`src/rtl/instr_enc_pkg.sv`:
```
// Shared types and constants for the RV32I instruction encoder / program loader.
package instr_enc_pkg;

  localparam int unsigned XLEN = 32;
  localparam int unsigned RW   = 5;
  localparam int unsigned CLSW = 3;

  typedef enum logic [CLSW-1:0] {
    CLS_LOAD   = 3'd0,
    CLS_STORE  = 3'd1,
    CLS_RTYPE  = 3'd2,
    CLS_BRANCH = 3'd3,
    CLS_ITYPE  = 3'd4,
    CLS_JAL    = 3'd5
  } op_class_e;

  localparam logic [6:0] OP_LOAD   = 7'b0000011;
  localparam logic [6:0] OP_STORE  = 7'b0100011;
  localparam logic [6:0] OP_RTYPE  = 7'b0110011;
  localparam logic [6:0] OP_BRANCH = 7'b1100011;
  localparam logic [6:0] OP_ITYPE  = 7'b0010011;
  localparam logic [6:0] OP_JAL    = 7'b1101111;

  localparam int IMM_I_MIN = -2048;
  localparam int IMM_I_MAX = 2047;
  localparam int IMM_B_MIN = -4096;
  localparam int IMM_B_MAX = 4094;
  localparam int IMM_J_MIN = -1048576;
  localparam int IMM_J_MAX = 1048574;

  typedef enum logic [1:0] {
    ST_IDLE  = 2'd0,
    ST_RUN   = 2'd1,
    ST_DRAIN = 2'd2,
    ST_DONE  = 2'd3
  } enc_state_e;

  typedef struct packed {
    logic [CLSW-1:0] cls;
    logic [RW-1:0]   rd;
    logic [RW-1:0]   rs1;
    logic [RW-1:0]   rs2;
    logic [2:0]      funct3;
    logic            funct7b5;
    logic [XLEN-1:0] imm;
  } field_bundle_t;

  // Signed window test on a two's-complement immediate.
  function automatic logic imm_fits(input logic [XLEN-1:0] imm, input int lo, input int hi);
    return ($signed(imm) >= lo) && ($signed(imm) <= hi);
  endfunction

endpackage

```
`src/rtl/instr_encoder_if.sv`:
```
// Field-bundle input channel and instruction-memory write channel of the encoder.
interface instr_encoder_if
  import instr_enc_pkg::*;
#(
  parameter int unsigned AW = 32
) ();

  logic            in_valid;
  logic            in_ready;
  logic [CLSW-1:0] in_class;
  logic [RW-1:0]   in_rd;
  logic [RW-1:0]   in_rs1;
  logic [RW-1:0]   in_rs2;
  logic [2:0]      in_funct3;
  logic            in_funct7b5;
  logic [XLEN-1:0] in_imm;

  logic            imem_we;
  logic            imem_ready;
  logic [AW-1:0]   imem_addr;
  logic [XLEN-1:0] imem_wdata;

  modport master (
    output in_valid, in_class, in_rd, in_rs1, in_rs2, in_funct3, in_funct7b5, in_imm,
    output imem_ready,
    input  in_ready, imem_we, imem_addr, imem_wdata
  );

  modport slave (
    input  in_valid, in_class, in_rd, in_rs1, in_rs2, in_funct3, in_funct7b5, in_imm,
    input  imem_ready,
    output in_ready, imem_we, imem_addr, imem_wdata
  );

endinterface

```
`src/rtl/instr_encoder_rv_field_pack.sv`:
```
// Combinational RV32I field packer: builds the instruction word and flags unencodable immediates.
module rv_field_pack
  import instr_enc_pkg::*;
(
  input  field_bundle_t   fields_i,
  output logic [XLEN-1:0] word_c_o,
  output logic            imm_ok_c_o
);

  logic [XLEN-1:0] imm;
  logic            i_ok;
  logic            b_ok;
  logic            j_ok;

  assign imm  = fields_i.imm;
  assign i_ok = imm_fits(imm, IMM_I_MIN, IMM_I_MAX);
  // Branch and jump offsets are in bytes but must be halfword aligned.
  assign b_ok = imm_fits(imm, IMM_B_MIN, IMM_B_MAX) && !imm[0];
  assign j_ok = imm_fits(imm, IMM_J_MIN, IMM_J_MAX) && !imm[0];

  always_comb begin
    word_c_o   = '0;
    imm_ok_c_o = 1'b0;
    case (fields_i.cls)
      CLS_LOAD: begin
        word_c_o   = {imm[11:0], fields_i.rs1, fields_i.funct3, fields_i.rd, OP_LOAD};
        imm_ok_c_o = i_ok;
      end
      CLS_ITYPE: begin
        word_c_o   = {imm[11:0], fields_i.rs1, fields_i.funct3, fields_i.rd, OP_ITYPE};
        imm_ok_c_o = i_ok;
      end
      CLS_STORE: begin
        word_c_o   = {imm[11:5], fields_i.rs2, fields_i.rs1, fields_i.funct3, imm[4:0], OP_STORE};
        imm_ok_c_o = i_ok;
      end
      CLS_RTYPE: begin
        word_c_o   = {1'b0, fields_i.funct7b5, 5'b00000, fields_i.rs2, fields_i.rs1,
                      fields_i.funct3, fields_i.rd, OP_RTYPE};
        imm_ok_c_o = 1'b1;
      end
      CLS_BRANCH: begin
        word_c_o   = {imm[12], imm[10:5], fields_i.rs2, fields_i.rs1, fields_i.funct3,
                      imm[4:1], imm[11], OP_BRANCH};
        imm_ok_c_o = b_ok;
      end
      CLS_JAL: begin
        word_c_o   = {imm[20], imm[10:1], imm[11], imm[19:12], fields_i.rd, OP_JAL};
        imm_ok_c_o = j_ok;
      end
      default: begin
        word_c_o   = '0;
        imm_ok_c_o = 1'b0;
      end
    endcase
  end

endmodule

```
`src/rtl/instr_encoder.sv`:
```
// Program loader: accepts field bundles, encodes them and writes them sequentially to imem.
module instr_encoder
  import instr_enc_pkg::*;
#(
  parameter int unsigned AW    = 32,
  parameter int unsigned DEPTH = 256
) (
  input  logic                       clk,
  input  logic                       rst_n,
  input  logic                       start,
  input  logic [AW-1:0]              base_addr,
  input  logic                       finish,
  instr_encoder_if.slave             bus,
  output logic                       busy,
  output logic                       done,
  output logic                       err,
  output logic [$clog2(DEPTH+1)-1:0] word_cnt
);

  localparam int unsigned CW      = $clog2(DEPTH + 1);
  localparam logic [CW:0] DEPTH_W = (CW+1)'(DEPTH);

  enc_state_e      state_q, state_d;
  logic [AW-1:0]   addr_q, addr_d;
  logic [CW-1:0]   cnt_q, cnt_d;
  logic            err_q, err_d;
  logic            we_q, we_d;
  logic [XLEN-1:0] wdata_q, wdata_d;
  logic            busy_q, done_q;

  field_bundle_t   fields;
  logic [XLEN-1:0] enc_word_c;
  logic            enc_ok_c;
  logic [CW:0]     in_flight;
  logic            in_ready_c;
  logic            accept;
  logic            wr_done;

  assign fields = '{cls:      bus.in_class,
                    rd:       bus.in_rd,
                    rs1:      bus.in_rs1,
                    rs2:      bus.in_rs2,
                    funct3:   bus.in_funct3,
                    funct7b5: bus.in_funct7b5,
                    imm:      bus.in_imm};

  rv_field_pack u_pack (
    .fields_i   (fields),
    .word_c_o   (enc_word_c),
    .imm_ok_c_o (enc_ok_c)
  );

  // Words already written plus the one sitting in the output stage.
  assign in_flight  = {1'b0, cnt_q} + (CW+1)'(we_q);
  assign in_ready_c = (state_q == ST_RUN) && (!we_q || bus.imem_ready) && (in_flight < DEPTH_W);
  assign accept     = bus.in_valid && in_ready_c;
  assign wr_done    = we_q && bus.imem_ready;

  always_comb begin
    state_d = state_q;
    addr_d  = addr_q;
    cnt_d   = cnt_q;
    err_d   = err_q;
    we_d    = we_q;
    wdata_d = wdata_q;

    if (wr_done) begin
      we_d   = 1'b0;
      addr_d = addr_q + AW'(4);
      cnt_d  = cnt_q + CW'(1);
    end

    // A completing write and a new accept may share a cycle: the new word reuses the stage.
    if (accept) begin
      if (enc_ok_c) begin
        we_d    = 1'b1;
        wdata_d = enc_word_c;
      end else begin
        err_d = 1'b1;
      end
    end

    case (state_q)
      ST_IDLE, ST_DONE: begin
        if (start) begin
          state_d = ST_RUN;
          addr_d  = {base_addr[AW-1:2], 2'b00};
          cnt_d   = '0;
          err_d   = 1'b0;
        end
      end
      ST_RUN: begin
        if (finish || (in_flight == DEPTH_W)) begin
          state_d = ST_DRAIN;
        end
      end
      ST_DRAIN: begin
        if (!we_q || bus.imem_ready) begin
          state_d = ST_DONE;
        end
      end
      default: state_d = ST_IDLE;
    endcase
  end

  always_ff @(posedge clk or negedge rst_n) begin
    if (!rst_n) begin
      state_q <= ST_IDLE;
      addr_q  <= '0;
      cnt_q   <= '0;
      err_q   <= 1'b0;
      we_q    <= 1'b0;
      wdata_q <= '0;
      busy_q  <= 1'b0;
      done_q  <= 1'b0;
    end else begin
      state_q <= state_d;
      addr_q  <= addr_d;
      cnt_q   <= cnt_d;
      err_q   <= err_d;
      we_q    <= we_d;
      wdata_q <= wdata_d;
      busy_q  <= (state_d == ST_RUN) || (state_d == ST_DRAIN);
      done_q  <= (state_d == ST_DONE);
    end
  end

  assign bus.in_ready   = in_ready_c;
  assign bus.imem_we    = we_q;
  assign bus.imem_addr  = addr_q;
  assign bus.imem_wdata = wdata_q;
  assign busy           = busy_q;
  assign done           = done_q;
  assign err            = err_q;
  assign word_cnt       = cnt_q;

endmodule
```
`src/flat_wrapper.sv`:
```
// flat-port wrapper written by rule: the top's interface ports become plain ports
module instr_encoder_flat import instr_enc_pkg::*;
#(
  parameter int unsigned AW    = 32,
  parameter int unsigned DEPTH = 256
)
  (clk, rst_n, start, base_addr, finish, busy, done, err, word_cnt, bus_in_valid, bus_in_class, bus_in_rd, bus_in_rs1, bus_in_rs2, bus_in_funct3, bus_in_funct7b5, bus_in_imm, bus_imem_ready, bus_in_ready, bus_imem_we, bus_imem_addr, bus_imem_wdata);
  instr_encoder_if #(.AW(AW)) bus_i ();
  input  logic clk;
  input  logic rst_n;
  input  logic start;
  input  logic [AW-1:0] base_addr;
  input  logic finish;
  output logic busy;
  output logic done;
  output logic err;
  output logic [$clog2(DEPTH+1)-1:0] word_cnt;
  input wire logic [$bits(bus_i.in_valid)-1:0] bus_in_valid;
  input wire logic [$bits(bus_i.in_class)-1:0] bus_in_class;
  input wire logic [$bits(bus_i.in_rd)-1:0] bus_in_rd;
  input wire logic [$bits(bus_i.in_rs1)-1:0] bus_in_rs1;
  input wire logic [$bits(bus_i.in_rs2)-1:0] bus_in_rs2;
  input wire logic [$bits(bus_i.in_funct3)-1:0] bus_in_funct3;
  input wire logic [$bits(bus_i.in_funct7b5)-1:0] bus_in_funct7b5;
  input wire logic [$bits(bus_i.in_imm)-1:0] bus_in_imm;
  input wire logic [$bits(bus_i.imem_ready)-1:0] bus_imem_ready;
  output wire logic [$bits(bus_i.in_ready)-1:0] bus_in_ready;
  output wire logic [$bits(bus_i.imem_we)-1:0] bus_imem_we;
  output wire logic [$bits(bus_i.imem_addr)-1:0] bus_imem_addr;
  output wire logic [$bits(bus_i.imem_wdata)-1:0] bus_imem_wdata;
  assign bus_i.in_valid = bus_in_valid;
  assign bus_i.in_class = bus_in_class;
  assign bus_i.in_rd = bus_in_rd;
  assign bus_i.in_rs1 = bus_in_rs1;
  assign bus_i.in_rs2 = bus_in_rs2;
  assign bus_i.in_funct3 = bus_in_funct3;
  assign bus_i.in_funct7b5 = bus_in_funct7b5;
  assign bus_i.in_imm = bus_in_imm;
  assign bus_i.imem_ready = bus_imem_ready;
  assign bus_in_ready = bus_i.in_ready;
  assign bus_imem_we = bus_i.imem_we;
  assign bus_imem_addr = bus_i.imem_addr;
  assign bus_imem_wdata = bus_i.imem_wdata;
  instr_encoder #(.AW(AW), .DEPTH(DEPTH)) u_core (.clk(clk), .rst_n(rst_n), .start(start), .base_addr(base_addr), .finish(finish), .bus(bus_i), .busy(busy), .done(done), .err(err), .word_cnt(word_cnt));
endmodule
```
`config.mk`:
```
export PLATFORM = sky130hd
export DESIGN_NAME = instr_encoder_flat
export DESIGN_NICKNAME = d
export VERILOG_FILES = /design/src/rtl/instr_enc_pkg.sv /design/src/rtl/instr_encoder_if.sv /design/src/rtl/instr_encoder_rv_field_pack.sv /design/src/rtl/instr_encoder.sv /design/src/flat_wrapper.sv
export SDC_FILE = /design/constraint.sdc
export NUM_CORES = 1
export LEC_CHECK = 0
export CORE_UTILIZATION = 39
export CTS_BUF_LIST = sky130_fd_sc_hd__clkbuf_16
export CTS_CLUSTER_SIZE = 28
export DETAILED_ROUTE_END_ITERATION = 16
export PLACE_DENSITY = 0.83
export SKIP_CTS_REPAIR_TIMING = 1
export SLEW_MARGIN = 20
export SYNTH_ARGS = -nofsm -noshare
export SYNTH_HDL_FRONTEND = slang
export SYNTH_SLANG_ARGS = --single-unit
```
`constraint.sdc`:
```
create_clock -name clk -period 3.15 [get_ports clk]
set_input_delay 0.945 -clock clk [delete_from_list [all_inputs] [get_ports clk]]
set_output_delay 0.945 -clock clk [all_outputs]
set_load 0.005 [all_outputs]
```
==> impl_metrics.py, run 1 <==
metrics = {
    "outcome": {
        "status": "completed",
    },
    "floorplan": {
        "fp.dieH_um": 107,
        "coreArea_sq_mm": 0.0108,
        "die_x_um": 107,
        "initial_core_util_pct": 40.0,
        "io_pins": 170,
        "die_area_sq_mm": 0.0115,
        "placementRows": 38,
    },
    "detailed_routing": {
        "wl_met2_mm": 6.78,
        "vias": 4231,
        "drt_iter0_drc": 207,
        "top_layer": "met4",
        "wire_per_inst_um": 16.6,
        "met3RoutedLength_um": 460,
        "drt-met1-wl_mm": 5.90,
        "drc": 0,
        "firstDrtPassIters": 4,
        "drt-total-wl_mm": 13.4,
        "viasPerCell": 5.27,
        "ant_nets": 0,
    },
    "yosys": {
        "ys_types": 49,
        "synth-xor-area-share_pct": 7.47,
        "ys.flop_type": "dfrtp_1",
        "synth_top_area_share_pct": 43.3,
        "synth_adder_area_share_pct": 2.02,
        "yosysSeqAreaShare_pct": 43.3,
        "synth_top_family_by_area": "simple AND/OR/NAND/NOR gates",
        "synth_area_per_cell_sq_um": 9.43,
        "synthArstFlopShare_pct": 100,
        "synth_top_cell_by_area": "dfrtp_1",
        "synth-simple-area-share_pct": 19.2,
        "synth_seq_cells": 75,
        "ys_top_cells_by_area": "dfrtp_1 43%, nand2_1 5.5%, o21ai_0 5.2%",
        "synth_compound_area_share_pct": 13.3,
        "yosys-mux-area-fraction_pct": 10.0,
        "synth_edf_count": 0,
        "synth_cells": 460,
        "syn-cell-area_sq_mm": 0.00434,
        "ys_warn_count": 0,
    },
    "global_route": {
        "grt_pass1_vias": 4212,
        "antenna_found_initial": 0,
        "grt_pass1_wl_mm": 21.0,
        "grt_usage_pct": 23.2,
        "grt_overflow": 0,
        "grt_max_degree": 76,
    },
    "placed_design": {
        "gp_congestion": 0.920,
        "placed_cell_area_sq_mm": 0.00634,
        "hpwl_mm": 9.96,
        "io_buffers": 165,
    },
    "timing": {
        "period_share_pct": 98.0,
        "rsz0062_at_grt": "true",
        "hold_viol_final": 0,
        "fin_crit_ns": 3.09,
        "whs_ns": 0.512,
        "finalSetupViolCount": 0,
        "finClkSkew_ns": 0.00698,
        "relSlewSlack_pct": 36.0,
        "fmax_mhz": 324,
        "drv_slew": 0,
        "tightest_slew_ns": 0.960,
    },
    "cells_and_area": {
        "nets": 757,
        "multi_input_area_sq_mm": 0.00235,
        "final_common_cell": "clkdlybuf4s50_1",
        "nFillCells": 883,
        "area_delta_synth_final_pct": 57.8,
        "fin_area_sq_mm": 0.00684,
        "diodes": 0,
        "layout-drive-gt1-share_pct": 15.7,
        "final_cell_mix": "156 x clkdlybuf4s50_1, 74 x dfrtp_1, 62 x nand2_1",
        "regArea_sq_mm": 0.00188,
    },
    "power": {
        "p_total_mw": 4.66,
        "comb_power_share_pct": 41.9,
        "power_density_mw_per_mm2": 681,
        "internal_power_mw": 3.17,
        "pwr-share-seq_pct": 36.6,
        "switching_share_pct": 32.0,
        "switching_power_mw": 1.49,
        "pwr-share-clk_pct": 21.5,
        "p_leak_nw": 2.92,
        "ir_drop_uv": 318,
    },
    "cts": {
        "numCtsBuffers": 9,
        "root_buffer": "clkbuf_16",
        "cts.sinks": 75,
        "cts_max_level": 3,
        "clkLatencyLatePin_ns": 0.33,
        "clockBufferDepth": 2,
        "path_clk_slew_ns": 0.06,
        "cts_tree": "yes",
    },
    "critical_path": {
        "cpMostUsedCell": "ha_2",
        "cpPeakStageDelay_ns": 0.50,
        "worst_setup_path_end_kind": "primary output",
        "slowest_stage": "clkdlybuf4s50_1",
        "cp_data_required_time_ns": 2.20,
        "crit_family": "buffers and inverters",
        "path_cells": "ha_2, ha_2, nand2_2, nor2_1, a21oi_2, o211a_1, clkdlybuf4s50_1",
        "critPathMaxFanout": 4,
        "cp.arrival_ns": 2.14,
        "crit_path_start_kind": "flop",
        "crit_type": "reg2out",
        "r2r_start": "u_core.bus.imem_we",
        "setup.worst_path.start": "u_core.bus.imem_we",
        "crit_buf_inv": 1,
    },
    "flow_run": {
        "cap_violations": 0,
    },
    "worst_hold_path": {
        "hold_class": "reg2reg",
        "hp-start": "u_core.bus.imem_wdata[20]",
    },
}
==> layer usage <==
| metal | vias to the layer above | global-route usage (%) |
|---|---|---|
| li1 | 2024 | - |
| met1 | 2077 | 29.6 |
| met2 | 114 | 40.6 |
| met3 | 16 | 2.72 |
| met4 | 0 | 7.93 |
| met5 | - | 0 |
==> final timing paths <==
path | to | slack, ns | depth (start not counted)
worst max-delay path | bus_in_ready | 0.06 | 7
worst max register to register | u_core.bus.imem_wdata[20] | 0.70 | 11
worst min register to register | u_core.bus.imem_wdata[20] | 0.51 | 1
worst min-delay path | u_core.bus.imem_wdata[20] | 0.51 | 1
min in group asynchronous | u_core.bus.imem_wdata[27] | 0.76 | 1
max in group asynchronous | u_core.bus.imem_we | 1.71 | 1
==> worst register-to-register path, stage by stage (launching register included) <==
cell	delay [ns]
dfrtp_2	0.43
ha_2	0.21
ha_2	0.19
nand2_2	0.11
nor2_1	0.07
a21oi_2	0.14
buf_4	0.12
o2111ai_1	0.22
a21oi_4	0.22
buf_12	0.15
clkbuf_16	0.15
mux2_2	0.32
==> kinds of logic (layout without fill, tap and decap cells) <==
kind of cell / count (synthesis) / in the layout
flip-flops: 75 / 75
other: 1 / 2
AO/OA/AOI/OAI: 91 / 91
adder cells (fa/ha/maj): 7 / 7
multiplexers: 36 / 36
XOR/XNOR: 37 / 37
AND/OR/NAND/NOR: 170 / 170
buffers and inverters: 43 / 245
==> stage by stage <==
stage	utilization (%)	TNS, ns	instances	setup slack, ns
5_1_grt	63.1	-0.0336	803	-0.0336
2_1_floorplan	-	-0.494	461	-0.0393
4_1_cts	61.1	-2.61	795	-0.158
3_5_place_dp	58.5	-12.08	779	-0.484
6_report	63.1	0	803	0.0643
3_3_place_gp	58.5	-10.66	779	-0.433
==> synthesized netlist by cell type (all sizes together), types with 2 or more instances <==
cell type,n
clkbuf,16
xnor2,15
and2,3
mux2i,15
o22ai,4
xor2,22
mux2,21
a22oi,8
nand2b,4
nand4,20
or3,6
nor2b,2
o21ai,45
o31ai,2
a21oi,12
nand3,12
a22o,4
nor2,29
dfrtp,75
inv,17
buf,9
nor4,5
nand2,63
nor3,5
o2bb2ai,8
or4,4
and3,13
ha,7
and4,2
==> registers in the layout, summed over array words and instances (netlist names) <==
register               count
u_core.busy                1
u_core.bus.imem_addr      30
u_core.done                1
u_core.word_cnt            9
u_core.err                 1
u_core.state_q             2
u_core.bus.imem_we         1
u_core.bus.imem_wdata     30
==> layout make-up <==
cell class	instances	share of cell area, %
multi-input combinational	343	34.4
timing repair buffer	211	30.5
sequential	75	27.4
clock buffer	9	3.29
tap	140	2.56
inverter	18	0.987
clock inverter	7	0.878
==> power by group through the flow <==
stage / clock network, mW / registers [mW] / logic [mW]
after global routing: 1.06 / 1.76 / 2.14
final: 0.999 / 1.71 / 1.95
after detailed placement: 0 / 1.71 / 1.94
after floorplan: 0 / 1.69 / 0.783
after global placement: 0 / 1.69 / 1.89
after CTS: 1.01 / 1.71 / 1.95
Power figures use the tool's default switching activity.
==> inputs of run 2 (changes only) <==
- CORE_ASPECT_RATIO: not set -> 0.6
- HOLD_SLACK_MARGIN: not set -> 0.03
==> run 2 against run 1 <==
The flow now finishes with violations (design-rule violations). Utilization rose by 0.72 points. Via count rose by 0.14%. Die area rose by 0.12%. Hold slack got worse by 0.011 ns.
==> impl_metrics.py, run 2 (same netlist as run 1, synthesis figures left out) <==
metrics = {
    "critical_path": {
        "worst_setup_path_end_kind": "flop",
        "cp_data_required_time_ns": 3.36,
        "cp.arrival_ns": 3.32,
        "critPathMaxFanout": 8,
        "crit_path_start_kind": "input pin",
        "crit_type": "in2reg",
        "rrSetupSlack_ns": 0.56,
    },
    "cells_and_area": {
        "layout-drive-gt1-share_pct": 15.3,
        "final_cell_mix": "155 x clkdlybuf4s50_1, 75 x dfrtp_1, 63 x nand2_1",
        "fin_util_pct": 63.9,
        "fin_area_sq_mm": 0.00684,
        "nets": 757,
        "final_common_cell": "clkdlybuf4s50_1",
        "area_delta_synth_final_pct": 57.6,
        "diodes": 0,
        "finalNonFillerCells": 800,
    },
    "timing": {
        "hold_viol_final": 0,
        "finClkSkew_ns": 0.00553,
        "relSlewSlack_pct": 37.6,
        "setup-tns-final_ns": 0,
        "fin_crit_ns": 3.11,
        "finalSetupViolCount": 0,
        "drv_slew": 0,
        "fmax_mhz": 321,
        "whs_ns": 0.500,
        "setup_ws_ns": 0.0355,
        "period_share_pct": 98.9,
        "tightest_slew_ns": 0.936,
    },
    "floorplan": {
        "die_area_sq_mm": 0.0116,
        "io_pins": 170,
        "placementRows": 29,
        "coreArea_sq_mm": 0.0107,
        "initial_core_util_pct": 40.5,
        "fp.dieH_um": 83.7,
        "die_x_um": 138,
    },
    "global_route": {
        "antenna_found_initial": 0,
        "grt_overflow": 0,
        "grt_pass1_vias": 4101,
        "grt_usage_pct": 24.3,
        "grt_max_degree": 76,
        "grt_pass1_wl_mm": 21.9,
    },
    "power": {
        "switching_share_pct": 32.0,
        "pwr-share-clk_pct": 20.7,
        "p_total_mw": 4.67,
        "comb_power_share_pct": 43.0,
        "pwr-share-seq_pct": 36.3,
        "internal_power_mw": 3.17,
        "switching_power_mw": 1.49,
        "power_density_mw_per_mm2": 683,
        "ir_drop_uv": 340,
        "p_leak_nw": 2.92,
    },
    "cts": {
        "numCtsBuffers": 9,
        "cts_tree": "yes",
        "root_buffer": "clkbuf_16",
        "cts.sinks": 75,
        "clockBufferDepth": 2,
        "path_clk_slew_ns": 0.06,
        "cts_max_level": 3,
        "clkLatencyLatePin_ns": 0.32,
    },
    "placed_design": {
        "io_buffers": 165,
        "hpwl_mm": 11.0,
        "gp_congestion": 0.930,
        "dp_cells": 782,
        "placed_cell_area_sq_mm": 0.00638,
        "place_ws_ns": -0.481,
    },
    "outcome": {
        "status": "complete, but fails checks",
        "violations": "design-rule violations",
    },
    "detailed_routing": {
        "drc": 10,
        "drt-total-wl_mm": 14.1,
        "drt_iter0_drc": 379,
        "ant_nets": 0,
        "firstDrtPassIters": 11,
        "viasPerCell": 5.30,
        "vias": 4237,
        "wire_per_inst_um": 17.7,
    },
    "flow_run": {
        "cap_violations": 0,
    },
    "worst_hold_path": {
        "hold_class": "reg2reg",
    },
}
run 2: area by class of cell:
class	count	area [sq um]
fillers	846	3870
clock buffers	9	225
repair buffers	211	2100
flip-flops and latches	75	1880
clock inverters	5	47.5
well taps	139	174
inverters	18	67.6
multi-input cells	343	2340
run 2: final timing paths:
path                                           startpoint                         to  depth (start not counted)
worst max register to register         u_core.bus.imem_we  u_core.bus.imem_wdata[14]                         10
min in group asynchronous                           rst_n   u_core.bus.imem_addr[14]                          1
max in group asynchronous                           rst_n   u_core.bus.imem_wdata[4]                          1
worst max-delay path                       bus_in_imm[20]  u_core.bus.imem_wdata[14]                         11
worst min register to register  u_core.bus.imem_wdata[23]  u_core.bus.imem_wdata[23]                          1
worst min-delay path            u_core.bus.imem_wdata[23]  u_core.bus.imem_wdata[23]                          1
run 2: critical path, stage by stage:
cell             delay [ns]
clkdlybuf4s50_1        0.50
buf_4                  0.13
nand4_1                0.07
or3_4                  0.38
buf_4                  0.17
a21oi_2                0.14
o22ai_2                0.13
a21oi_4                0.26
buf_12                 0.14
clkbuf_16              0.15
mux2_4                 0.31
run 2: metal layers:
layer | vias up | part of all wire [%] | wire (um) | global-route usage [%]
li1 | 2020 | - | - | -
met1 | 2066 | 51 | 7180 | 36.5
met2 | 139 | 42 | 5980 | 35.4
met3 | 12 | 6.2 | 872 | 5.62
met4 | 0 | 0.75 | 106 | 4.29
met5 | - | 0 | 0 | 0
run 2: power by group through the flow:
| stage | combinational [mW] | clock, mW | sequential (mW) |
|---|---|---|---|
| after floorplan | 0.783 | 0 | 1.69 |
| after global placement | 1.92 | 0 | 1.69 |
| after detailed placement | 1.98 | 0 | 1.70 |
| after CTS | 2.00 | 0.991 | 1.69 |
| after global routing | 2.16 | 1.03 | 1.75 |
| final | 2.01 | 0.964 | 1.70 |
